## src/rtl/mc_control_unit.sv

```systemverilog
// Multi-cycle control FSM for the MIPS-subset CPU: sequences IF/ID/EXE/MEM/WB
// and decodes the latched opcode into datapath selects and strobes.
module mc_control_unit (
   input  logic       CLK,
   input  logic       RST,
   input  logic [5:0] opcode,
   input  logic       zero,
   output logic [2:0] state,
   output logic       PCWre,
   output logic       IRWre,
   output logic       RegWre,
   output logic [1:0] RegDst,
   output logic       WrDataSrc,
   output logic       DBDataSrc,
   output logic       ALUSrcB,
   output logic       ExtSel,
   output logic [2:0] ALUOp,
   output logic [1:0] PCSrc,
   output logic       mRD,
   output logic       mWR
);

   localparam logic [5:0] OP_ADD   = 6'b000000;
   localparam logic [5:0] OP_SUB   = 6'b000001;
   localparam logic [5:0] OP_AND   = 6'b010000;
   localparam logic [5:0] OP_ADDIU = 6'b000010;
   localparam logic [5:0] OP_ORI   = 6'b010010;
   localparam logic [5:0] OP_SLTI  = 6'b100111;
   localparam logic [5:0] OP_SW    = 6'b110000;
   localparam logic [5:0] OP_LW    = 6'b110001;
   localparam logic [5:0] OP_BEQ   = 6'b110100;
   localparam logic [5:0] OP_BNE   = 6'b110101;
   localparam logic [5:0] OP_J     = 6'b111000;
   localparam logic [5:0] OP_JAL   = 6'b111010;
   localparam logic [5:0] OP_JR    = 6'b111001;
   localparam logic [5:0] OP_HALT  = 6'b111111;

   localparam logic [2:0] ALU_ADD = 3'b000;
   localparam logic [2:0] ALU_SUB = 3'b001;
   localparam logic [2:0] ALU_AND = 3'b010;
   localparam logic [2:0] ALU_OR  = 3'b011;
   localparam logic [2:0] ALU_SLT = 3'b100;

   typedef enum logic [2:0] {
      S_IF      = 3'b000,
      S_ID      = 3'b001,
      S_EXE_AL  = 3'b010,
      S_WB_AL   = 3'b011,
      S_EXE_BR  = 3'b100,
      S_EXE_MEM = 3'b101,
      S_MEM     = 3'b110,
      S_WB_LD   = 3'b111
   } state_t;

   state_t cur, nxt;

   logic is_rtype, is_itype, is_alu, is_br, is_mem;

   // Opcode class decode
   assign is_rtype = (opcode == OP_ADD) || (opcode == OP_SUB) || (opcode == OP_AND);
   assign is_itype = (opcode == OP_ADDIU) || (opcode == OP_ORI) || (opcode == OP_SLTI);
   assign is_alu   = is_rtype || is_itype;
   assign is_br    = (opcode == OP_BEQ) || (opcode == OP_BNE);
   assign is_mem   = (opcode == OP_LW) || (opcode == OP_SW);

   always_ff @(posedge CLK or negedge RST) begin
      if (!RST) cur <= S_IF;
      else      cur <= nxt;
   end

   assign state = cur;

   // Next state and per-state strobes
   always_comb begin
      nxt    = cur;
      PCWre  = 1'b0;
      IRWre  = 1'b0;
      RegWre = 1'b0;
      PCSrc  = 2'b00;
      mRD    = 1'b0;
      mWR    = 1'b0;
      case (cur)
         S_IF: begin
            IRWre = 1'b1;
            nxt   = S_ID;
         end
         S_ID: begin
            if (is_alu)                 nxt = S_EXE_AL;
            else if (is_br)             nxt = S_EXE_BR;
            else if (is_mem)            nxt = S_EXE_MEM;
            else if (opcode == OP_HALT) nxt = S_ID;
            else begin
               // jumps and undefined opcodes retire here
               nxt   = S_IF;
               PCWre = 1'b1;
               if (opcode == OP_JAL) RegWre = 1'b1;
               if ((opcode == OP_J) || (opcode == OP_JAL)) PCSrc = 2'b11;
               else if (opcode == OP_JR)                   PCSrc = 2'b10;
            end
         end
         S_EXE_AL: nxt = S_WB_AL;
         S_WB_AL: begin
            RegWre = 1'b1;
            PCWre  = 1'b1;
            nxt    = S_IF;
         end
         S_EXE_BR: begin
            PCWre = 1'b1;
            nxt   = S_IF;
            if (((opcode == OP_BEQ) && zero) || ((opcode == OP_BNE) && !zero))
               PCSrc = 2'b01;
         end
         S_EXE_MEM: nxt = S_MEM;
         S_MEM: begin
            if (opcode == OP_LW) begin
               mRD = 1'b1;
               nxt = S_WB_LD;
            end else begin
               mWR   = 1'b1;
               PCWre = 1'b1;
               nxt   = S_IF;
            end
         end
         S_WB_LD: begin
            RegWre = 1'b1;
            PCWre  = 1'b1;
            nxt    = S_IF;
         end
         default: nxt = S_IF;
      endcase
   end

   // Opcode-only datapath selects, valid in every state
   always_comb begin
      RegDst    = 2'b00;
      WrDataSrc = 1'b0;
      DBDataSrc = 1'b0;
      ALUSrcB   = 1'b0;
      ExtSel    = 1'b1;
      ALUOp     = ALU_ADD;
      if (is_rtype)                       RegDst = 2'b10;
      else if (is_itype || opcode == OP_LW) RegDst = 2'b01;
      if (is_itype || is_mem) ALUSrcB = 1'b1;
      if (opcode == OP_ORI)   ExtSel = 1'b0;
      if (opcode == OP_LW)    DBDataSrc = 1'b1;
      if (opcode == OP_JAL)   WrDataSrc = 1'b1;
      case (opcode)
         OP_SUB, OP_BEQ, OP_BNE: ALUOp = ALU_SUB;
         OP_AND:                 ALUOp = ALU_AND;
         OP_ORI:                 ALUOp = ALU_OR;
         OP_SLTI:                ALUOp = ALU_SLT;
         default:                ALUOp = ALU_ADD;
      endcase
   end

endmodule

```

## config.mk

```make
export PLATFORM = sky130hd
export DESIGN_NAME = mc_control_unit
export DESIGN_NICKNAME = d
export VERILOG_FILES = /design/src/rtl/mc_control_unit.sv
export SDC_FILE = /design/constraint.sdc
export NUM_CORES = 1
export LEC_CHECK = 0
export ABC_AREA = 0
export BUFFER_PORTS_ARGS = -buffer_cell sky130_fd_sc_hd__buf_2
export CAP_MARGIN = 5
export CORE_UTILIZATION = 38
export CTS_CLUSTER_DIAMETER = 50
export CTS_CLUSTER_SIZE = 10
export DETAILED_ROUTE_END_ITERATION = 8
export GPL_TIMING_DRIVEN = 1
export PLACE_DENSITY = 0.73
export SLEW_MARGIN = 20
export SYNTH_ARGS = -nofsm -noshare
export SYNTH_HDL_FRONTEND = slang
export SYNTH_SLANG_ARGS = --single-unit
```

## constraint.sdc

```tcl
create_clock -name CLK -period 1.2 [get_ports CLK]
set_input_delay 0.12 -clock CLK [delete_from_list [all_inputs] [get_ports CLK]]
set_output_delay 0.12 -clock CLK [all_outputs]
set_load 0.01 [all_outputs]
```

==> flow_summary.html <==
<table>
<tr><th>Metric</th><th>Value</th></tr>
<tr><th colspan="2">Timing</th></tr>
<tr><td>Setup slack after layout</td><td>-416.4 ps</td></tr>
<tr><td>Worst-Margin Slew</td><td>371.6 ps</td></tr>
<tr><td>Worst-case headroom to the max-slew limit</td><td>74.90%</td></tr>
<tr><td>Post-route clock skew</td><td>0.6284 ps</td></tr>
<tr><td>Clock period minus worst slack</td><td>1616 ps</td></tr>
<tr><td>Final count of negative-setup-slack endpoints</td><td>11</td></tr>
<tr><td>Fin. max-slew vios</td><td>0</td></tr>
<tr><td>Fraction of the cycle the final worst path needs</td><td>134.7%</td></tr>
<tr><td>Max Clock Freq</td><td>0.6186 GHz</td></tr>
<tr><td>Setup repair after global routing missed its margin</td><td>yes</td></tr>
<tr><td>Hold Fails Final Rpt</td><td>0</td></tr>
<tr><th colspan="2">Floorplan</th></tr>
<tr><td>Number of primary I/O pins</td><td>28</td></tr>
<tr><td>Die footprint</td><td>0.001497 mm²</td></tr>
<tr><td>Width of the die</td><td>38.70 µm</td></tr>
<tr><td>Die height</td><td>38.70 µm</td></tr>
<tr><td>Core area</td><td>0.001171 mm²</td></tr>
<tr><td>Effective utilization at floorplan</td><td>43.70%</td></tr>
<tr><td>Rows</td><td>12</td></tr>
<tr><th colspan="2">Clock network</th></tr>
<tr><td>CTS Root Cell</td><td>clkbuf_4</td></tr>
<tr><td>Insertion delay of the later-clocked pin in the worst-skew pair</td><td>240 ps</td></tr>
<tr><td>Num CTS Buffers</td><td>3</td></tr>
<tr><td>Clock sink count</td><td>3</td></tr>
<tr><td>CTS tree</td><td>yes</td></tr>
<tr><td>H-Tree Depth</td><td>1</td></tr>
<tr><td>Worst-path clk slew</td><td>40 ps</td></tr>
<tr><td>Clk buf depth</td><td>2</td></tr>
<tr><th colspan="2">Final layout</th></tr>
<tr><td>Final standard cell area without fillers</td><td>0.001050 mm²</td></tr>
<tr><td>Layout cells sized above 1</td><td>67.97%</td></tr>
<tr><td>Total number of nets in the final design</td><td>138</td></tr>
<tr><td>Number of flip-flops in the largest register</td><td>3</td></tr>
<tr><td>Number of antenna cells inserted</td><td>0</td></tr>
<tr><td>Synthesis-to-finish area growth</td><td>105.1%</td></tr>
<tr><td>Utilization after layout</td><td>89.64%</td></tr>
<tr><th colspan="2">GRT</th></tr>
<tr><td>Total GRT Usage</td><td>30.59%</td></tr>
<tr><td>Number of global-route vias before repair</td><td>703</td></tr>
<tr><td>Initial antenna violation count</td><td>0</td></tr>
<tr><td>Maximum number of pins on one net before global-route repair</td><td>10</td></tr>
<tr><td>First-pass GRT wire length</td><td>3105 µm</td></tr>
<tr><td>GRT overflow</td><td>0</td></tr>
<tr><th colspan="2">Logic synthesis</th></tr>
<tr><td>Synthesized net count</td><td>84</td></tr>
<tr><td>Synth unique cells</td><td>32</td></tr>
<tr><td>Top cell type's share of synthesized area</td><td>14.67%</td></tr>
<tr><td>Number of cells produced by synthesis</td><td>75</td></tr>
<tr><td>Synthesis warning total</td><td>0</td></tr>
<tr><td>Biggest area consumer among synthesized cells</td><td>dfrtp_1</td></tr>
<tr><td>Seq cells post-synth</td><td>3</td></tr>
<tr><td>Syn Area/Cell</td><td>6.823 µm²</td></tr>
<tr><td>Area contributors post-synth</td><td>dfrtp_1 (15%), nor3_1 (7.8%), buf_6 (6.6%), nand2_1 (5.9%), a31oi_1 (4.9%)</td></tr>
<tr><td>Fraction of the yosys area taken by sequential cells</td><td>14.67%</td></tr>
<tr><td>Mapped cell area</td><td>511.7 µm²</td></tr>
<tr><th colspan="2">Job</th></tr>
<tr><td>Reported max-cap violation count</td><td>0</td></tr>
<tr><th colspan="2">Run status</th></tr>
<tr><td>Run status</td><td>complete, but fails checks</td></tr>
<tr><td>Violations in the final reports</td><td>setup timing</td></tr>
<tr><th colspan="2">Pwr</th></tr>
<tr><td>Cell Pwr Density</td><td>1166 mW/mm²</td></tr>
<tr><td>Static leakage</td><td>0.0004983 µW</td></tr>
<tr><td>Worst vdd ir</td><td>0.001081 V</td></tr>
<tr><td>Post-layout total power</td><td>1224 µW</td></tr>
<tr><th colspan="2">Place</th></tr>
<tr><td>Global placement routability congestion</td><td>0.8134</td></tr>
<tr><td>Number of I/O port buffers</td><td>27</td></tr>
<tr><td>Detail Placement HPWL</td><td>1336 µm</td></tr>
<tr><td>Placed cell areas</td><td>845.8 µm²</td></tr>
<tr><th colspan="2">Detailed routing</th></tr>
<tr><td>Router iterations before antenna repair</td><td>4</td></tr>
<tr><td>Count of nets left with antenna violations after detail routing</td><td>0</td></tr>
<tr><td>Routed vias</td><td>838</td></tr>
<tr><td>Starting DRC count in detailed routing</td><td>23</td></tr>
<tr><td>Total Routed Length</td><td>2302 µm</td></tr>
<tr><td>Average wire length per cell after detail routing</td><td>16.21 µm</td></tr>
<tr><td>Via-per-instance ratio</td><td>5.901</td></tr>
<tr><td>Post-route DRC</td><td>0</td></tr>
<tr><th colspan="2">Setup path</th></tr>
<tr><td>Arrival time at the worst endpoint</td><td>1500 ps</td></tr>
<tr><td>Maximum fanout encountered on the critical timing path</td><td>3</td></tr>
<tr><td>Crit path required time</td><td>1080 ps</td></tr>
<tr><td>Crit Reg-Reg Endpoint</td><td>state[1]</td></tr>
<tr><td>Setup slack of the most critical reg-to-reg path</td><td>-50 ps</td></tr>
<tr><td>Kind of start point of the critical path</td><td>flip-flop</td></tr>
<tr><td>Depth of the worst register-to-register path</td><td>3</td></tr>
<tr><td>Origin of the critical flop-to-flop path</td><td>state[1]</td></tr>
<tr><td>Critical Path End Type</td><td>primary output</td></tr>
<tr><td>Kind of critical path</td><td>reg2out</td></tr>
<tr><th colspan="2">Hold path</th></tr>
<tr><td>Hold Crit Class</td><td>in2async</td></tr>
</table>
## critical path, stage by stage, from the launching register on
cell and delay [ps]:
dfrtp_2 390, or2b_4 290, o41ai_4 350, nor3b_2 80, buf_2 140
## report_power, final
group | switching (µW) | internal (µW) | total, µW
Combinational | 445 | 416 | 862
Sequential | 34.1 | 144 | 178
Clock | 59.4 | 125 | 184
## cell families (layout without fill, tap and decap cells)
group | Yosys count | in the layout | share of synthesized area (%)
AOI/OAI and AO/OA | 20 | 20 | 24.94
buffers and inverters | 9 | 62 | 12.96
DFF | 3 | 3 | 14.67
and+or+nand+nor | 43 | 43 | 47.43
## cell usage after synthesis
master,n
nand2_1,8
nor3_1,8
nor2_1,6
a21oi_1,4
a31oi_1,4
nor4_1,4
o21ai_0,4
buf_6,3
dfrtp_1,3
nor3b_1,3
and2_1,2
buf_2,2
buf_4,2
nor2b_1,2
o41ai_1,2
or2b_1,2
a21o_1,1
a21oi_2,1
and2_2,1
clkbuf_1,1
inv_1,1
nand2_2,1
nand2b_1,1
nand3b_1,1
nand4_1,1
nand4b_1,1
o211ai_1,1
o21a_1,1
o21ai_1,1
o21ai_2,1
or2_2,1
or4b_4,1
## repair_timing
action | CTS | global route
setup endpoints to repair | 12 | 17
gates resized for setup | 19 | 19
setup buffers | 1 | 0
pin swaps | 8 | 6
hold buffers | 1 | 0
hold endpoints to repair | 3 | 0
## metal layers
layer	track usage (%)	up-vias	routed length, µm
li1	-	381	-
met1	34.72	402	960
met2	54.58	47	1197
met3	4.624	8	103
met4	14.66	0	41
met5	0	-	0
## placed cells by master, fill, tap and decap left out, drive strengths merged, types with 2 or more instances in the layout
| master | count |
|---|---|
| buf | 56 |
| nand2 | 9 |
| nor3 | 8 |
| nor2 | 6 |
| o21ai | 6 |
| a21oi | 5 |
| a31oi | 4 |
| clkbuf | 4 |
| nor4 | 4 |
| dfrtp | 3 |
| and2 | 3 |
| nor3b | 3 |
| or2b | 2 |
| nor2b | 2 |
| o41ai | 2 |
## how the worst max path moves through the flow
stage	from	to	slack [ps]	depth (start not counted)
6_report	state[1]	PCWre	-420	4
5_1_grt	state[1]	PCWre	-450	4
4_1_cts	state[1]	PCWre	-390	4
3_5_place_dp	state[1]	PCWre	-190	4
3_3_place_gp	state[1]	PCWre	-150	4
2_1_floorplan	state[1]	PCWre	-80	3
## stage by stage
step / setup slack [ps] / hold WS (ps) / setup TNS [ps] / instances
after CTS: -394.9 / 221.0 / -1849 / 142
final: -416.4 / 237.7 / -2042 / 142
after detailed placement: -186.6 / -81.26 / -616.8 / 136
after global placement: -150.8 / -85.41 / -465.0 / 136
after floorplan: -79.46 / -175.6 / -176.3 / 75
after global routing: -453.0 / 240.4 / -2336 / 142
## cell type report
class | count | area (µm²)
Clock buffer | 4 | 26.28
Fill cell | 57 | 121.4
Inverter | 1 | 3.754
Multi-Input combinational cell | 63 | 499.2
Sequential cell | 3 | 78.83
Tap cell | 14 | 17.52
Timing Repair Buffer | 57 | 424.2
Power figures use the tool's default switching activity.
